**config.mk**
```make
export PLATFORM = sky130hd
export DESIGN_NAME = bp_update_sched
export DESIGN_NICKNAME = d
export VERILOG_FILES = /design/src/rtl/bp_update_sched.sv
export SDC_FILE = /design/constraint.sdc
export NUM_CORES = 2
export LEC_CHECK = 0
export ABC_CLOCK_PERIOD_IN_PS = 25700
export CAP_MARGIN = 15
export CORE_ASPECT_RATIO = 0.6
export CORE_MARGIN = 5
export CORE_UTILIZATION = 30
export CTS_CLUSTER_DIAMETER = 60
export DETAILED_ROUTE_END_ITERATION = 6
export PLACE_DENSITY = 0.43
export SLEW_MARGIN = 15
export SYNTH_ARGS = -nofsm -noshare
export SYNTH_HDL_FRONTEND = slang
export SYNTH_SLANG_ARGS = --single-unit
```
**constraint.sdc**
```tcl
create_clock -name clock -period 25.7 [get_ports clock]
set_input_delay 5.14 -clock clock [delete_from_list [all_inputs] [get_ports clock]]
set_output_delay 5.14 -clock clock [all_outputs]
set_load 0.005 [all_outputs]
```
**src/rtl/bp_update_sched.sv**
```systemverilog
// rtl/bp_update_sched.sv - two-port branch-resolve FIFO draining up to two local-predictor updates per cycle
// Define BP_UPD_CONFLICT_SERIALIZE_EN to hold back slot 2 when head and head+1 share a local-table index.
module bp_update_sched #(
  parameter int DEPTH = 8,
  parameter int IDX_W = 4
) (
  input  logic                       clock,
  input  logic                       reset,
  input  logic                       flush,
  input  logic                       res1_valid,
  input  logic [63:0]                res1_pc,
  input  logic                       res1_taken,
  input  logic                       res2_valid,
  input  logic [63:0]                res2_pc,
  input  logic                       res2_taken,
  output logic                       enq_ready,
  output logic [$clog2(DEPTH):0]     q_count,
  output logic                       drop_err,
  output logic                       branch_valid1,
  output logic [63:0]                branch_pc1,
  output logic                       branch_result1,
  output logic                       branch_valid2,
  output logic [63:0]                branch_pc2,
  output logic                       branch_result2
);
  localparam int PTR_W = $clog2(DEPTH);
  localparam int CNT_W = PTR_W + 1;
`ifdef BP_UPD_CONFLICT_SERIALIZE_EN
  localparam bit SERIALIZE = 1'b1;
`else
  localparam bit SERIALIZE = 1'b0;
`endif

  logic [63:0]      pc_mem_q [DEPTH];
  logic [63:0]      pc_mem_d [DEPTH];
  logic [DEPTH-1:0] tk_mem_q, tk_mem_d;
  logic [PTR_W-1:0] head_q, head_d, tail_q, tail_d;
  logic [CNT_W-1:0] count_q, count_d;
  logic             drop_q, drop_d;
  logic             bv1_q, bv1_d, bv2_q, bv2_d;
  logic [63:0]      bpc1_q, bpc1_d, bpc2_q, bpc2_d;
  logic             br1_q, br1_d, br2_q, br2_d;

  logic [PTR_W-1:0] head_nxt, wptr;
  logic [CNT_W-1:0] n_enq, n_deq;
  logic             same_idx, ready, issue1, issue2;

  assign head_nxt = head_q + PTR_W'(1);
  assign same_idx = pc_mem_q[head_q][IDX_W+1:2] == pc_mem_q[head_nxt][IDX_W+1:2];
  // Space check uses only the registered count so enq_ready stays a clean flop decode.
  assign ready    = (CNT_W'(DEPTH) - count_q) >= CNT_W'(2);
  assign issue1   = count_q != '0;
  assign issue2   = (count_q >= CNT_W'(2)) && !(SERIALIZE && same_idx);

  always_comb begin
    pc_mem_d = pc_mem_q;
    tk_mem_d = tk_mem_q;
    head_d   = head_q;
    tail_d   = tail_q;
    count_d  = count_q;
    drop_d   = drop_q;
    bv1_d    = 1'b0;
    bv2_d    = 1'b0;
    bpc1_d   = bpc1_q;
    bpc2_d   = bpc2_q;
    br1_d    = br1_q;
    br2_d    = br2_q;
    wptr     = tail_q;
    n_enq    = '0;
    n_deq    = '0;
    if (flush) begin
      head_d  = '0;
      tail_d  = '0;
      count_d = '0;
      drop_d  = 1'b0;
    end else begin
      if (issue1) begin
        bv1_d  = 1'b1;
        bpc1_d = pc_mem_q[head_q];
        br1_d  = tk_mem_q[head_q];
        n_deq  = CNT_W'(1);
      end
      if (issue2) begin
        bv2_d  = 1'b1;
        bpc2_d = pc_mem_q[head_nxt];
        br2_d  = tk_mem_q[head_nxt];
        n_deq  = CNT_W'(2);
      end
      // Port 1 is older, so it takes the first free slot.
      if (ready) begin
        if (res1_valid) begin
          pc_mem_d[wptr] = res1_pc;
          tk_mem_d[wptr] = res1_taken;
          wptr           = wptr + PTR_W'(1);
          n_enq          = n_enq + CNT_W'(1);
        end
        if (res2_valid) begin
          pc_mem_d[wptr] = res2_pc;
          tk_mem_d[wptr] = res2_taken;
          wptr           = wptr + PTR_W'(1);
          n_enq          = n_enq + CNT_W'(1);
        end
      end else if (res1_valid || res2_valid) begin
        drop_d = 1'b1;
      end
      head_d  = head_q + n_deq[PTR_W-1:0];
      tail_d  = wptr;
      count_d = count_q + n_enq - n_deq;
    end
  end

  always_ff @(posedge clock or posedge reset) begin
    if (reset) begin
      for (int i = 0; i < DEPTH; i++) pc_mem_q[i] <= '0;
      tk_mem_q <= '0;
      head_q   <= '0;
      tail_q   <= '0;
      count_q  <= '0;
      drop_q   <= 1'b0;
      bv1_q    <= 1'b0;
      bv2_q    <= 1'b0;
      bpc1_q   <= '0;
      bpc2_q   <= '0;
      br1_q    <= 1'b0;
      br2_q    <= 1'b0;
    end else begin
      pc_mem_q <= pc_mem_d;
      tk_mem_q <= tk_mem_d;
      head_q   <= head_d;
      tail_q   <= tail_d;
      count_q  <= count_d;
      drop_q   <= drop_d;
      bv1_q    <= bv1_d;
      bv2_q    <= bv2_d;
      bpc1_q   <= bpc1_d;
      bpc2_q   <= bpc2_d;
      br1_q    <= br1_d;
      br2_q    <= br2_d;
    end
  end

  assign enq_ready      = ready;
  assign q_count        = count_q;
  assign drop_err       = drop_q;
  assign branch_valid1  = bv1_q;
  assign branch_pc1     = bpc1_q;
  assign branch_result1 = br1_q;
  assign branch_valid2  = bv2_q;
  assign branch_pc2     = bpc2_q;
  assign branch_result2 = br2_q;
endmodule

```
==> results_dict.tcl <==
set metrics [dict create \
    drt_wl_total_um 149000 \
    syn_area_um2 36300 \
    coreArea_um2 120000 \
    crit_arrival_ns 9.89 \
    critPathRequiredTime_ns 26.36 \
    critPathLaunchType "input port" \
    place_hpwl_um 82700 \
    gp_congestion 0.768 \
    cts_max_level 3 \
    cts_resized 0 \
    ff_latch_area_um2 16600 \
    detail_route.wl_per_cell_um 32.7 \
    synthesis.nets 3014 \
    synth_area_leaders "dfrtp_1 46%, mux4_2 16%, o22a_1 13%" \
    grt_pass1_wl_um 218000 \
    via_per_inst 6.17 \
    holdWs_ns 0.511 \
    synth-edff-count 0 \
    synth.largest_area_cell "dfrtp_1" \
    ioPinCount 273 \
    endpoint_kind "asynchronous set/reset pin" \
    synthFlopType "dfrtp_1" \
    synthDistinctLibCells 43 \
    hold_violations 0 \
    dieArea_um2 128000 \
    worst_pin_slew_ns 1.16 \
    synth_top_area_share_pct 45.7 \
    drc 0 \
    synth-warning-count 0 \
    path_class "in -> async" \
    fmax_ghz 0.108 \
    synthCells 2863 \
    hp-class "reg -> reg" \
    syn_avg_cell_area_um2 12.7 \
    nets 3053 \
    fin_crit_sh_pct 35.9 \
    grt_pass1_vias 29400 \
    cts_made_buffers 74 \
    rr_endpoint "pc_mem_q[16]" \
    rsz0062_at_grt "no" \
    holdBufCountCts 0 \
    ant_nets 0 \
    fin_util_pct 35.6 \
    num_rows 98 \
    p_per_area_nw_per_um2 140 \
    relSlewSlack_pct 22.8 \
    drive_above_1_share_pct 16.0 \
    setup_tns_ns 0 \
    p_leak_nw 16.2 \
    rr_worst_depth 11 \
    die-width_um 459 \
    ys_seq_area_share_pct 45.7 \
    cts_tree "done" \
    grt.total_usage_pct 22.9 \
    cts_setup_buffers 0 \
    clock_latency_ns 0.66 \
    fin_crit_ns 9.24 \
    path_clk_slew_ns 0.06 \
    maxCapViolations 0 \
    outcome "finished clean" \
    start_util_pct 30.4 \
    dp_cells 4425 \
    grt_max_degree 163 \
    gr-total-overflow 0 \
    ir_drop_uv 135 \
    yosys-top-cells-count "663 x dfrtp_1, 520 x o22a_1, 260 x a221o_1, 260 x mux4_2" \
    hold_depth 1 \
    async_reset_ff_share_pct 100 \
    ys_ff_latch 663 \
    crit_fanout 162 \
    die_h_um 280 \
    clock_sinks 663 \
    multi_input_area_um2 18300 \
    hp-start "pc_mem_q[64]" \
    min_to "pc_mem_q[64]" \
    io_buffers 272 \
    r2r_slack_ns 20.85 \
    drtPass1Iterations 7 \
    finalSetupViolCount 0 \
    antenna_found_initial 15 \
    layoutNonFillerInstCount 4567 \
    cts_root_buffer "clkbuf_16" \
    synth_most_common_cell "dfrtp_1" \
    skew_ns 0.0232 \
    timing.rr.start "q_count[1]" \
    cts_buffer_depth 3 \
    areaGrowthSynthToFinish_pct 17.4 \
    slew_violations 0 \
    drt_iter0_drc 2738 \
    dr_total_vias 28200 \
    nFillCells 11600 \
]
==> report_power, final <==
group / leakage (nW) / internal [mW] / switching [mW] / total [mW]
Combinational: 6.84 / 1.49 / 1.39 / 2.88
Sequential: 8.13 / 1.53 / 0.442 / 1.98
Clock: 1.20 / 0.645 / 0.470 / 1.12
==> state kept, by name, indices dropped and copies added, names as in the netlist <==
name            flops
branch_pc1         64
branch_pc2         64
branch_result1      1
branch_result2      1
branch_valid1       1
branch_valid2       1
drop_err            1
head_q              3
pc_mem_q          512
q_count             4
tail_q              3
tk_mem_q            8
==> worst max-delay path, cell delays in order <==
cell and delay (ns):
clkdlybuf4s50_1 0.49, inv_8 0.53, buf_12 0.67, buf_4 0.85, buf_4 0.76, buf_4 0.84
==> kinds of logic after synthesis <==
group / share of synthesized area [%]
adders and majority gates: 0.613
buffers and inverters: 4.83
and+or+nand+nor: 6.76
DFF: 45.7
muxes: 19.7
xor gates and xnor gates: 0.338
AOI/OAI and AO/OA: 22.1
==> layout by cell type, fill, tap and decap left out, types with 12 or more instances in the layout <==
cell | synthesis | routed
clkbuf_16 | 0 | 77
buf_4 | 33 | 62
mux4_2 | 260 | 260
dfrtp_1 | 663 | 660
and2_1 | 131 | 131
a221o_1 | 260 | 260
mux2i_1 | 131 | 131
nor2_1 | 143 | 142
inv_1 | 14 | 13
o22a_1 | 520 | 520
clkbuf_8 | 0 | 12
a21oi_1 | 143 | 140
clkdlybuf4s50_1 | 0 | 272
clkbuf_1 | 116 | 19
clkinv_2 | 0 | 13
nor2b_1 | 136 | 136
ha_1 | 13 | 12
==> worst max path at each step <==
stage | end | start | depth (start not counted)
CTS | pc_mem_q[156] | reset | 6
finish | branch_pc1[24] | reset | 6
global route | pc_mem_q[152] | reset | 6
global placement | branch_pc1[24] | reset | 6
detailed placement | pc_mem_q[344] | reset | 6
floorplan | branch_pc1[0] | reset | 1
==> stage by stage <==
stage          instance area [um2]  worst slack, ns  power (mW)
2_1_floorplan                36300             1.98        3.78
3_3_place_gp                 40100            15.88        4.79
3_5_place_dp                 40100            15.77        4.87
4_1_cts                      42600            16.45        6.01
5_1_grt                      42600            15.88        6.31
6_report                     42600            16.46        5.97
==> routing by layer <==
metal / track usage [%] / share of wire [%] / vias up
met5: 0 / 0.045 / -
met4: 5.87 / 2.2 / 10
met3: 5.72 / 7.7 / 241
met2: 34.4 / 45 / 1293
met1: 33.0 / 46 / 15200
li1: - / - / 11400
==> area by class of cell <==
type	count	share of cell area, %
diodes	8	0.0469
clock buffers	108	5.07
clock inverters	25	0.686
inverters	14	0.141
multi-input cells	1812	42.8
flip-flops and latches	663	38.9
well taps	1600	4.69
repair buffers	337	7.63
No activity file was read; power rests on OpenSTA's default activity.
